--- src/rtl/crop_window_ctrl.sv ---
// Top-edge crop sequencer: searches one frame for the start row, then forwards a
// CROP_W x CROP_H window of the following frame beginning at that row.
module crop_window_ctrl #(
  parameter int H_ACTIVE = 640,
  parameter int V_ACTIVE = 480,
  parameter int CROP_X0  = 160,
  parameter int CROP_W   = 320,
  parameter int CROP_H   = 240
) (
  input  logic        iCLK,
  input  logic        iRST,
  input  logic        iDVAL,
  input  logic [9:0]  iDATA,
  input  logic [15:0] iYSTART,
  input  logic        iSTART,
  input  logic        iABORT,
  output logic [9:0]  oDATA,
  output logic        oDVAL,
  output logic        oBUSY,
  output logic        oDONE,
  output logic        oERR,
  output logic [15:0] oYSEL
);

  localparam logic [15:0] LP_X_LAST = 16'(H_ACTIVE - 1);
  localparam logic [15:0] LP_Y_LAST = 16'(V_ACTIVE - 1);
  localparam logic [15:0] LP_Y_MAX  = 16'(V_ACTIVE - CROP_H);
  localparam logic [16:0] LP_X_LO   = 17'(CROP_X0);
  localparam logic [16:0] LP_X_HI   = 17'(CROP_X0 + CROP_W);
  localparam logic [16:0] LP_H17    = 17'(CROP_H);

  typedef enum logic [2:0] {
    S_IDLE     = 3'd0,
    S_WAIT_SOF = 3'd1,
    S_SEARCH   = 3'd2,
    S_CHECK    = 3'd3,
    S_WAIT_CAP = 3'd4,
    S_CAPTURE  = 3'd5,
    S_DONE     = 3'd6
  } state_t;

  state_t      r_state;
  state_t      w_next;
  logic [15:0] r_x;
  logic [15:0] r_y;
  logic [15:0] r_ysel;
  logic [15:0] w_ysel_next;
  logic [9:0]  r_data;
  logic        r_dval;
  logic        r_busy;
  logic        r_done;
  logic        r_err;
  logic        w_sof;
  logic        w_eof;
  logic        w_in_win;
  logic        w_out_vld;
  logic        w_err_now;
  logic        w_done_now;

  assign w_sof = iDVAL && (r_x == 16'd0) && (r_y == 16'd0);
  assign w_eof = iDVAL && (r_x == LP_X_LAST) && (r_y == LP_Y_LAST);

  // 17-bit sums keep ysel+CROP_H from wrapping near the top of the 16-bit range
  assign w_in_win = ({1'b0, r_x} >= LP_X_LO) && ({1'b0, r_x} < LP_X_HI) &&
                    ({1'b0, r_y} >= {1'b0, r_ysel}) &&
                    ({1'b0, r_y} < ({1'b0, r_ysel} + LP_H17));

  assign w_out_vld = (r_state == S_CAPTURE) && iDVAL && !iABORT && w_in_win;

  // raster position counters, free-running on valid pixels in every state
  always_ff @(posedge iCLK or negedge iRST) begin
    if (!iRST) begin
      r_x <= 16'd0;
      r_y <= 16'd0;
    end else if (iDVAL) begin
      if (r_x == LP_X_LAST) begin
        r_x <= 16'd0;
        r_y <= (r_y == LP_Y_LAST) ? 16'd0 : r_y + 16'd1;
      end else begin
        r_x <= r_x + 16'd1;
      end
    end
  end

  // state register
  always_ff @(posedge iCLK or negedge iRST) begin
    if (!iRST) begin
      r_state <= S_IDLE;
    end else begin
      r_state <= w_next;
    end
  end

  // next-state, start-row selection and status pulse decode; abort wins over all
  always_comb begin
    w_next      = r_state;
    w_ysel_next = r_ysel;
    w_err_now   = 1'b0;
    w_done_now  = 1'b0;
    if (iABORT && (r_state != S_IDLE)) begin
      w_next = S_IDLE;
    end else begin
      case (r_state)
        S_IDLE: begin
          if (iSTART) w_next = S_WAIT_SOF;
          else        w_next = S_IDLE;
        end
        S_WAIT_SOF: begin
          if (w_sof) w_next = S_SEARCH;
          else       w_next = S_WAIT_SOF;
        end
        S_SEARCH: begin
          if (w_eof) begin
            w_ysel_next = iYSTART;
            w_next      = S_CHECK;
          end else begin
            w_next = S_SEARCH;
          end
        end
        S_CHECK: begin
          if (r_ysel == 16'd0) begin
            w_err_now = 1'b1;
            w_next    = S_IDLE;
          end else begin
            if (r_ysel > LP_Y_MAX) w_ysel_next = LP_Y_MAX;
            else                   w_ysel_next = r_ysel;
            w_next = S_WAIT_CAP;
          end
        end
        S_WAIT_CAP: begin
          if (w_sof) w_next = S_CAPTURE;
          else       w_next = S_WAIT_CAP;
        end
        S_CAPTURE: begin
          if (w_eof) w_next = S_DONE;
          else       w_next = S_CAPTURE;
        end
        S_DONE: begin
          w_done_now = 1'b1;
          w_next     = S_IDLE;
        end
        default: begin
          w_next = S_IDLE;
        end
      endcase
    end
  end

  // registered datapath and status; busy/done/err line up so busy drops with the pulse
  always_ff @(posedge iCLK or negedge iRST) begin
    if (!iRST) begin
      r_data <= 10'd0;
      r_dval <= 1'b0;
      r_busy <= 1'b0;
      r_done <= 1'b0;
      r_err  <= 1'b0;
      r_ysel <= 16'd0;
    end else begin
      r_dval <= w_out_vld;
      if (w_out_vld) r_data <= iDATA;
      r_busy <= (w_next != S_IDLE);
      r_done <= w_done_now;
      r_err  <= w_err_now;
      r_ysel <= w_ysel_next;
    end
  end

  assign oDATA = r_data;
  assign oDVAL = r_dval;
  assign oBUSY = r_busy;
  assign oDONE = r_done;
  assign oERR  = r_err;
  assign oYSEL = r_ysel;

endmodule

--- config.mk ---
export PLATFORM = sky130hd
export DESIGN_NAME = crop_window_ctrl
export DESIGN_NICKNAME = d
export VERILOG_FILES = /design/src/rtl/crop_window_ctrl.sv
export SDC_FILE = /design/constraint.sdc
export NUM_CORES = 1
export LEC_CHECK = 0
export ABC_AREA = 1
export CORE_MARGIN = 2
export CORE_UTILIZATION = 45
export CTS_CLUSTER_SIZE = 20
export DETAILED_ROUTE_END_ITERATION = 8
export PLACE_DENSITY = 0.68
export SYNTH_ARGS = -nofsm -noshare
export SYNTH_HDL_FRONTEND = slang
export SYNTH_SLANG_ARGS = --single-unit
--- constraint.sdc ---
create_clock -name iCLK -period 2.5 [get_ports iCLK]
set_input_delay 0.25 -clock iCLK [delete_from_list [all_inputs] [get_ports iCLK]]
set_output_delay 0.25 -clock iCLK [all_outputs]
set_load 0.01 [all_outputs]
-- Word-level counts from Yosys, hierarchy flattened
Cells that the tools add are included.
- equality and inequality tests: 11
- $lt $le $gt $ge: 5
- reductions and logical operators: 21
- mux-type cells: 19
- bitwise logic cells: 1
- add/subtract/negate cells: 3
- operators with widths (operator ; count):
    $mux W16 ; 5
    $logic_not A16 Y1 ; 3
    $add A16 B1 Y16 const B ; 2
    $pmux W16 S2 ; 1
    $pmux W3 S6 ; 1
    $add A16 B8 Y17 const B ; 1
    $lt A16 B17 Y1 ; 1
    $eq A16 B10 Y1 const B ; 1
    $eq A16 B9 Y1 const B ; 1
    $ge A16 B16 Y1 ; 1
    $ge A16 B8 Y1 const B ; 1
    $gt A16 B8 Y1 const B ; 1
    $lt A16 B9 Y1 const B ; 1
    $logic_and A1 B1 Y1 ; 11
    $eq A3 B3 Y1 const B ; 3
    $mux W1 ; 8
    $eq A3 B2 Y1 const B ; 2
    $mux W3 ; 2
    $ne A2 B2 Y1 const B ; 3
    $reduce_bool A3 Y1 ; 2
    $reduce_and A5 Y1 ; 1
    $mux W2 ; 2
    $eq A3 B1 Y1 const B ; 1
    $logic_not A3 Y1 ; 1
    4 further kinds ; 4
- input port bits: 31
- register bits after elaboration: 65
- logic and storage cells: 69
- output and inout port bits: 30

-- Logic depth before layout (Yosys ltp)
Gate-level depths: netlist of run 1.
- depth in word-level cells: 7
- depth in mapped cells: 16
- gate-level depth less buffers: 15

-- Worst setup path after synthesis of run 1
OpenSTA, ideal clock, no wires.
- kind: reg-to-reg
- start point: register r_ysel[4], in the netlist oYSEL[4]
- end point: register r_data[0], in the netlist oDATA[0]
- period minus slack after synthesis: 2.331 ns
- buffers on the path: 1
- stages on the path, launching flop included: 15
- data arrival time: 2.265 ns
- required time: 2.434 ns
- setup time: 0.066 ns
- slack: 0.169 ns
- cell sequence: dfrtp_1 > inv_1 > ha_1 > nand3_2 > nand3_1 > xor2_1 > ha_1 > a21oi_1 > nor2_1 > a211oi_1 > nand2_1 > nand2_1 > clkbuf_1 > nand3_1 > nand2_1
- longest elaborated chain between the ends: 4
- elaborated cells between the ends (all ways): 6
- classes of those cells: 1 x add/sub; 2 x order compare; 3 x reduce/logical
- RTL lines (item ; RTL line ; source):
    start: declaration ; 46 ; logic [15:0] r_ysel;
    start signal: assignment ; 164 ; r_ysel <= w_ysel_next;
    $add A16 B8 Y17 or $ge A16 B16 Y1 (tied branches) ; 66, 65 ;
    $lt A16 B17 Y1 or $logic_and A1 B1 Y1 (tied branches) ; 66, 64 ;
    $logic_and A1 B1 Y1 * ; 65 ; ({1'b0, r_y} >= {1'b0, r_ysel}) &&
    $logic_and A1 B1 Y1 * ; 68 ; assign w_out_vld = (r_state == S_CAPTURE) && iDVAL && !iABORT && w_in_win;
    end signal: assignment ; 160 ; if (w_out_vld) r_data <= iDATA;
    end: declaration ; 48 ; logic [9:0] r_data;
Every way passes the cells marked *; elsewhere a longest branch is shown, timed or not.
A chain may end at the register's enable or synchronous reset.

-- Worst setup path after layout of run 1
- start point: register r_ysel[4], in the netlist oYSEL[4]
- end point: register r_data[6], in the netlist oDATA[6]
Same word-level chain as after synthesis.

==> results of run 1 <==
==> what timing repair did <==
action	CTS	global route
gates cloned	0	2
pin swaps	0	5
setup buffers	0	5
endpoints found under the hold margin	26	0
endpoints found under the setup margin	2	13
hold buffers	1	0
gates resized for setup	1	24
==> logic make-up (layout without fill, tap and decap cells) <==
| logic type | count (synthesis) | after routing | share of synthesized area |
|---|---|---|---|
| AOI/OAI and AO/OA | 53 | 53 | 0.0670 |
| xor gates and xnor gates | 18 | 18 | 0.0355 |
| adders and majority gates | 34 | 34 | 0.0957 |
| buffers and inverters | 92 | 174 | 0.0822 |
| DFF | 65 | 65 | 0.366 |
| and+or+nand+nor | 348 | 349 | 0.354 |
==> worst max path at each step <==
| stage | cells after the start | to | slack [ns] | from |
|---|---|---|---|---|
| floorplan | 14 | oDATA[0] | 0.17 | oYSEL[4] |
| global placement | 14 | oDATA[1] | 0.12 | oYSEL[4] |
| detailed placement | 14 | oDATA[2] | -0.003 | oYSEL[5] |
| CTS | 14 | oDATA[2] | 0.08 | oYSEL[5] |
| global route | 15 | oDATA[5] | 0.007 | oYSEL[4] |
| finish | 14 | oDATA[6] | 0.19 | oYSEL[4] |
==> per-stage QoR <==
stage | total power [W] | util
after detailed placement | 0.00179 | 0.540
after global routing | 0.00299 | 0.579
final | 0.00283 | 0.579
after CTS | 0.00284 | 0.565
after global placement | 0.00178 | 0.540
after floorplan | 0.00159 | -
==> critical path: stages, from the launching register on <==
cell and delay (ns):
dfrtp_1 0.41, inv_2 0.09, ha_4 0.16, nand3_4 0.12, nand2_2 0.13, nor2_2 0.04, xor2_1 0.14, ha_1 0.32
a21oi_2 0.11, nand3b_1 0.11, nand3_1 0.12, nor2_4 0.21, buf_4 0.18, nand3_1 0.07, nand2_1 0.07
==> synthesized netlist by cell type (all sizes together) <==
master,count,area share
xor2,15,0.030
nor4,6,0.0084
a2bb2oi,1,0.0020
xnor2,3,0.0059
buf,7,0.010
dfrtp,65,0.37
inv,82,0.069
ha,34,0.096
clkbuf,3,0.0028
o21ai,22,0.027
nor3,23,0.030
a211oi,1,0.0017
a31oi,3,0.0056
nor3b,1,0.0017
a21o,1,0.0017
nand3b,1,0.0017
a21oi,24,0.027
o21bai,1,0.0017
nand3,54,0.068
nand4,7,0.011
nor2,75,0.073
nand2,181,0.16
==> final cells by class <==
type | instances | area [sq um]
fillers | 919 | 4070
multi-input cells | 454 | 2530
flip-flops and latches | 65 | 1630
repair buffers | 76 | 751
inverters | 82 | 308
well taps | 133 | 166
clock buffers | 10 | 138
clock inverters | 6 | 90.1
==> state kept, by name, indices dropped and copies added, names as in the netlist, 3 cells and up <==
signal / count
r_y: 16
oYSEL: 16
oDATA: 10
r_x: 16
r_state: 3
==> metal layers <==
layer / vias to the layer above / wire (microns)
li1: 2121 / -
met1: 1953 / 5330
met2: 110 / 5100
met3: 16 / 596
met4: 0 / 156
met5: - / 0
==> where the power goes <==
part           internal [W]  leakage [nW]  switching [W]  total [W]
Combinational      0.000189          1.79       0.000315   0.000504
Clock              0.000592         0.113       0.000457    0.00105
Sequential          0.00114         0.806       0.000130    0.00127
Total               0.00192          2.71       0.000903    0.00283
==> cells in the final DEF (no fill, tap or decap), drive strengths merged <==
cell / n
o21bai: 1
nor2: 75
a21oi: 24
xnor2: 3
nand2: 182
buf: 16
a211oi: 1
a2bb2oi: 1
bufinv: 2
nor3: 23
xor2: 15
dlygate4sd3: 1
nor4: 6
clkinv: 2
clkdlybuf4s50: 59
dfrtp: 65
o21ai: 22
clkinvlp: 1
nand4: 7
nand3: 54
nor3b: 1
ha: 34
a31oi: 3
inv: 83
a21o: 1
clkbuf: 10
nand3b: 1
==> flow_summary.json, run 1 <==
{
  "synth.distinct_cells": 36,
  "dieArea_sq_mm": 0.0107,
  "clock_skew_ns": 0.0110,
  "grt_overflow": 0,
  "ios": 61,
  "grt_pass1_wl_microns": 18300,
  "cp.required_ns": 2.80,
  "drive_gt1_frac": 0.123,
  "met2_usage": 0.346,
  "syn_inst": 610,
  "end_kind": "flop",
  "drc": 0,
  "slew_viol_final": 0,
  "cts_tree": "yes",
  "cp-start-kind": "flop",
  "place_ws_ns": -0.00316,
  "initial_core_util": 0.459,
  "dp_cells": 802,
  "final_antenna_net_count": 0,
  "crit_arrival_ns": 2.62,
  "yosysSeqAreaShare": 0.366,
  "io_buffers": 60,
  "via_count": 4200,
  "syn-num-nets": 675,
  "clk_path_buf_depth": 2,
  "gr-max-usage-layer": "met2",
  "worst_pin_slew_ns": 0.669,
  "p_per_area_mw_per_mm2": 504,
  "grt_max_degree": 40,
  "dp_hpwl_microns": 8390,
  "wl_per_cell_microns": 13.5,
  "clockRootBuffer": "clkbuf_8",
  "drv_cap": 0,
  "rows": 36,
  "critPathKind": "flop to flop",
  "hp-start": "iYSTART[10]",
  "r2r-end": "oDATA[6]",
  "diodes": 0,
  "die_x_microns": 103,
  "outcome": "completed",
  "path_max_fanout": 5,
  "grt_pass1_vias": 3970,
  "dpl_cell_area_sq_mm": 0.00523,
  "syn_avg_cell_area_sq_um": 7.29,
  "nNetsFinal": 753,
  "ys_warn_count": 0,
  "core-area_sq_mm": 0.00968,
  "setup_violations": 0,
  "drtIter0Drc": 212,
  "hold_slack_ns": 0.430,
  "p_leak_nw": 2.71,
  "clkSinkCount": 65,
  "via_per_inst": 5.08,
  "met3_usage": 0.0477,
  "synth-seq-cells": 65,
  "gp_congestion": 0.886,
  "r2r_slack_ns": 0.19,
  "rsz0062_at_grt": "no",
  "min_period_ns": 2.31,
  "track_usage": 0.220,
  "clkLatencyLatePin_ns": 0.36,
  "period_share": 0.926,
  "antenna_found_initial": 0,
  "max_freq_mhz": 432,
  "slew_headroom": 0.554,
  "vdd_drop_max_mv": 0.393,
  "htreeDepth": 3,
  "first_pass_iters": 5,
  "min_to": "oYSEL[10]",
  "finalSetupTns_ns": 0,
  "reg2regPathDepth": 14,
  "die_h_microns": 103,
  "wirelength_microns": 11200,
  "netlist_area_sq_mm": 0.00445,
  "hold_path_class": "primary input to flop",
  "use_met1": 0.302,
  "final_cells": 826,
  "area_growth_pct": 26.2,
  "reg2reg_from": "oYSEL[4]",
  "design_area_sq_mm": 0.00561,
  "clk_pin_slew_worst_paths_ns": 0.08,
  "setup_ws_ns": 0.185,
  "hold_viol": 0,
  "cts_buffers": 9,
  "hold_depth": 3
}
No activity file was read; power rests on OpenSTA's default activity.
==> run 2, diff against run 1 <==
CAP_MARGIN = 20   (was default)
==> results of run 2 <==
No change in the layout: final DEF, timing and power equal those of run 1.
==> run 3, diff against run 2 <==
RECOVER_POWER = 50   (was default)
==> flow_summary.json, run 3 (synthesis gave the netlist of run 1 again) <==
{
  "track_usage": 0.220,
  "vdd_drop_max_mv": 0.392,
  "drive_gt1_frac": 0.118,
  "setup_ws_ns": 0.184,
  "hold_viol": 0,
  "die_x_microns": 103,
  "crit_arrival_ns": 2.62,
  "reg2reg_from": "oYSEL[4]",
  "use_met1": 0.302,
  "clockRootBuffer": "clkbuf_8",
  "gr-max-usage-layer": "met2",
  "dieArea_sq_mm": 0.0107,
  "gp_congestion": 0.886,
  "area_growth_pct": 26.1,
  "layout.cells.most_common_list": "nand2_1, inv_1, nor2_1",
  "initial_core_util": 0.459,
  "cpMaxStageDelayCell": "dfrtp_1",
  "violations": "capacitance limit, slew limit",
  "path_max_fanout": 5,
  "clkSinkCount": 65,
  "cp.required_ns": 2.80,
  "clkLatencyLatePin_ns": 0.36,
  "first_pass_iters": 5,
  "reg2regPathDepth": 14,
  "via_per_inst": 5.08,
  "p_leak_nw": 2.73,
  "diodes": 0,
  "total_power_w": 0.00282,
  "clk_path_buf_depth": 2,
  "grt_pass1_vias": 3970,
  "nNetsFinal": 753,
  "max_freq_mhz": 432,
  "drc": 0,
  "worst_pin_slew_ns": 1.61,
  "r2r-end": "oDATA[6]",
  "mostFrequentLayoutCell": "nand2_1",
  "r2r_slack_ns": 0.18,
  "period_share": 0.926,
  "min_period_ns": 2.32,
  "crit_path_cell_trace": "inv_2 > ha_4 > nand3_4 > nand2_2 > nor2_2 > xor2_1 > ha_1 > a21oi_2 > nand3b_1 > nand3_1 > nor2_4 > buf_4 > nand3_1 > nand2_1",
  "hp-start": "iYSTART[10]",
  "clock_skew_ns": 0.0109,
  "grt_pass1_wl_microns": 18300,
  "cp_slowest_stage_delay_ns": 0.41,
  "design_area_sq_mm": 0.00561,
  "die_h_microns": 103,
  "crit_top_cell": "nand3_1",
  "hold_depth": 3,
  "htreeDepth": 3,
  "grt_overflow": 0,
  "wl_per_cell_microns": 13.5,
  "cts_buffers": 9,
  "final_antenna_net_count": 0,
  "met2_usage": 0.346,
  "min_to": "oYSEL[10]",
  "clk_pin_slew_worst_paths_ns": 0.08,
  "slew_viol_final": 27,
  "dp_hpwl_microns": 8390,
  "core-area_sq_mm": 0.00968,
  "antenna_found_initial": 0,
  "io_buffers": 60,
  "rows": 36,
  "place_ws_ns": -0.00316,
  "end_kind": "flop",
  "hold_path_class": "primary input to flop",
  "outcome": "complete, but fails checks",
  "drv_cap": 1,
  "ios": 61,
  "p_per_area_mw_per_mm2": 503,
  "drtIter0Drc": 218,
  "grt_max_degree": 40,
  "critPathKind": "flop to flop",
  "met3_usage": 0.0477,
  "rsz0062_at_grt": "no",
  "wirelength_microns": 11200,
  "slew_headroom": -0.0761,
  "cp-start-kind": "flop",
  "utilization": 0.579,
  "setup_violations": 0,
  "via_count": 4199,
  "dpl_cell_area_sq_mm": 0.00523,
  "cts_tree": "yes"
}
[run 3: cell types whose count changed in the layout (fill, tap and decap cells not counted), sizes merged]
| cell | delta |
|---|---|
| buf | -1 |
| clkbuf | +1 |
| clkdlybuf4s50 | -9 |
| dlygate4sd3 | +9 |
[run 3: stage by stage]
| stage | std cells | hold slack [ns] | TNS, ns |
|---|---|---|---|
| 5_1_grt | 826 | 0.427 | 0 |
| 2_1_floorplan | 610 | -0.0456 | 0 |
| 4_1_cts | 819 | 0.428 | 0 |
| 6_report | 826 | 0.430 | 0 |
| 3_5_place_dp | 802 | 0.331 | -0.00316 |
| 3_3_place_gp | 802 | 0.315 | 0 |
[run 3: power breakdown]
group / total (W) / internal (W) / switching, W / leakage [nW]
combinational: 0.000498 / 0.000186 / 0.000313 / 1.81
clock: 0.00105 / 0.000592 / 0.000458 / 0.113
sequential: 0.00127 / 0.00114 / 0.000131 / 0.806
total: 0.00282 / 0.00192 / 0.000901 / 2.73
[run 3: worst max-delay path: cells and delay by family (launching register included)]
kind	cells	cell delay, ns
XOR/XNOR	1	0.14
flip-flops	1	0.41
AO/OA/AOI/OAI	1	0.11
buffers and inverters	2	0.27
adder cells (fa/ha/maj)	2	0.48
AND/OR/NAND/NOR	8	0.86
[run 3: repair_timing]
| item | 4_1_cts | 5_1_grt |
|---|---|---|
| pin swaps | 0 | 5 |
| gates cloned | 0 | 2 |
| buffers inserted | 0 | 5 |
| resized for setup | 1 | 24 |
| hold buffers | 1 | 0 |
| endpoints found under the setup margin | 2 | 13 |
| hold endpoints to repair | 26 | 0 |
[run 3: worst max path at each step]
stage | depth (start not counted) | end | start | slack [ns]
2_1_floorplan | 14 | oDATA[0] | oYSEL[4] | 0.17
3_3_place_gp | 14 | oDATA[1] | oYSEL[4] | 0.12
3_5_place_dp | 14 | oDATA[2] | oYSEL[5] | -0.003
4_1_cts | 14 | oDATA[2] | oYSEL[5] | 0.08
5_1_grt | 15 | oDATA[5] | oYSEL[4] | 0.007
6_report | 14 | oDATA[6] | oYSEL[4] | 0.18
[run 3: routing by layer]
| metal | share of wire | routed length, microns |
|---|---|---|
| met1 | 0.48 | 5340 |
| met2 | 0.46 | 5110 |
| met3 | 0.051 | 570 |
| met4 | 0.014 | 162 |
| met5 | 0 | 0 |
[run 3: layout make-up]
| type | instances | area [sq um] |
|---|---|---|
| multi-input combinational | 454 | 2520 |
| tap | 133 | 166 |
| sequential | 65 | 1630 |
| inverter | 82 | 308 |
| clock inverter | 6 | 90.1 |
| fill | 921 | 4080 |
| clock buffer | 10 | 138 |
| timing repair buffer | 76 | 749 |
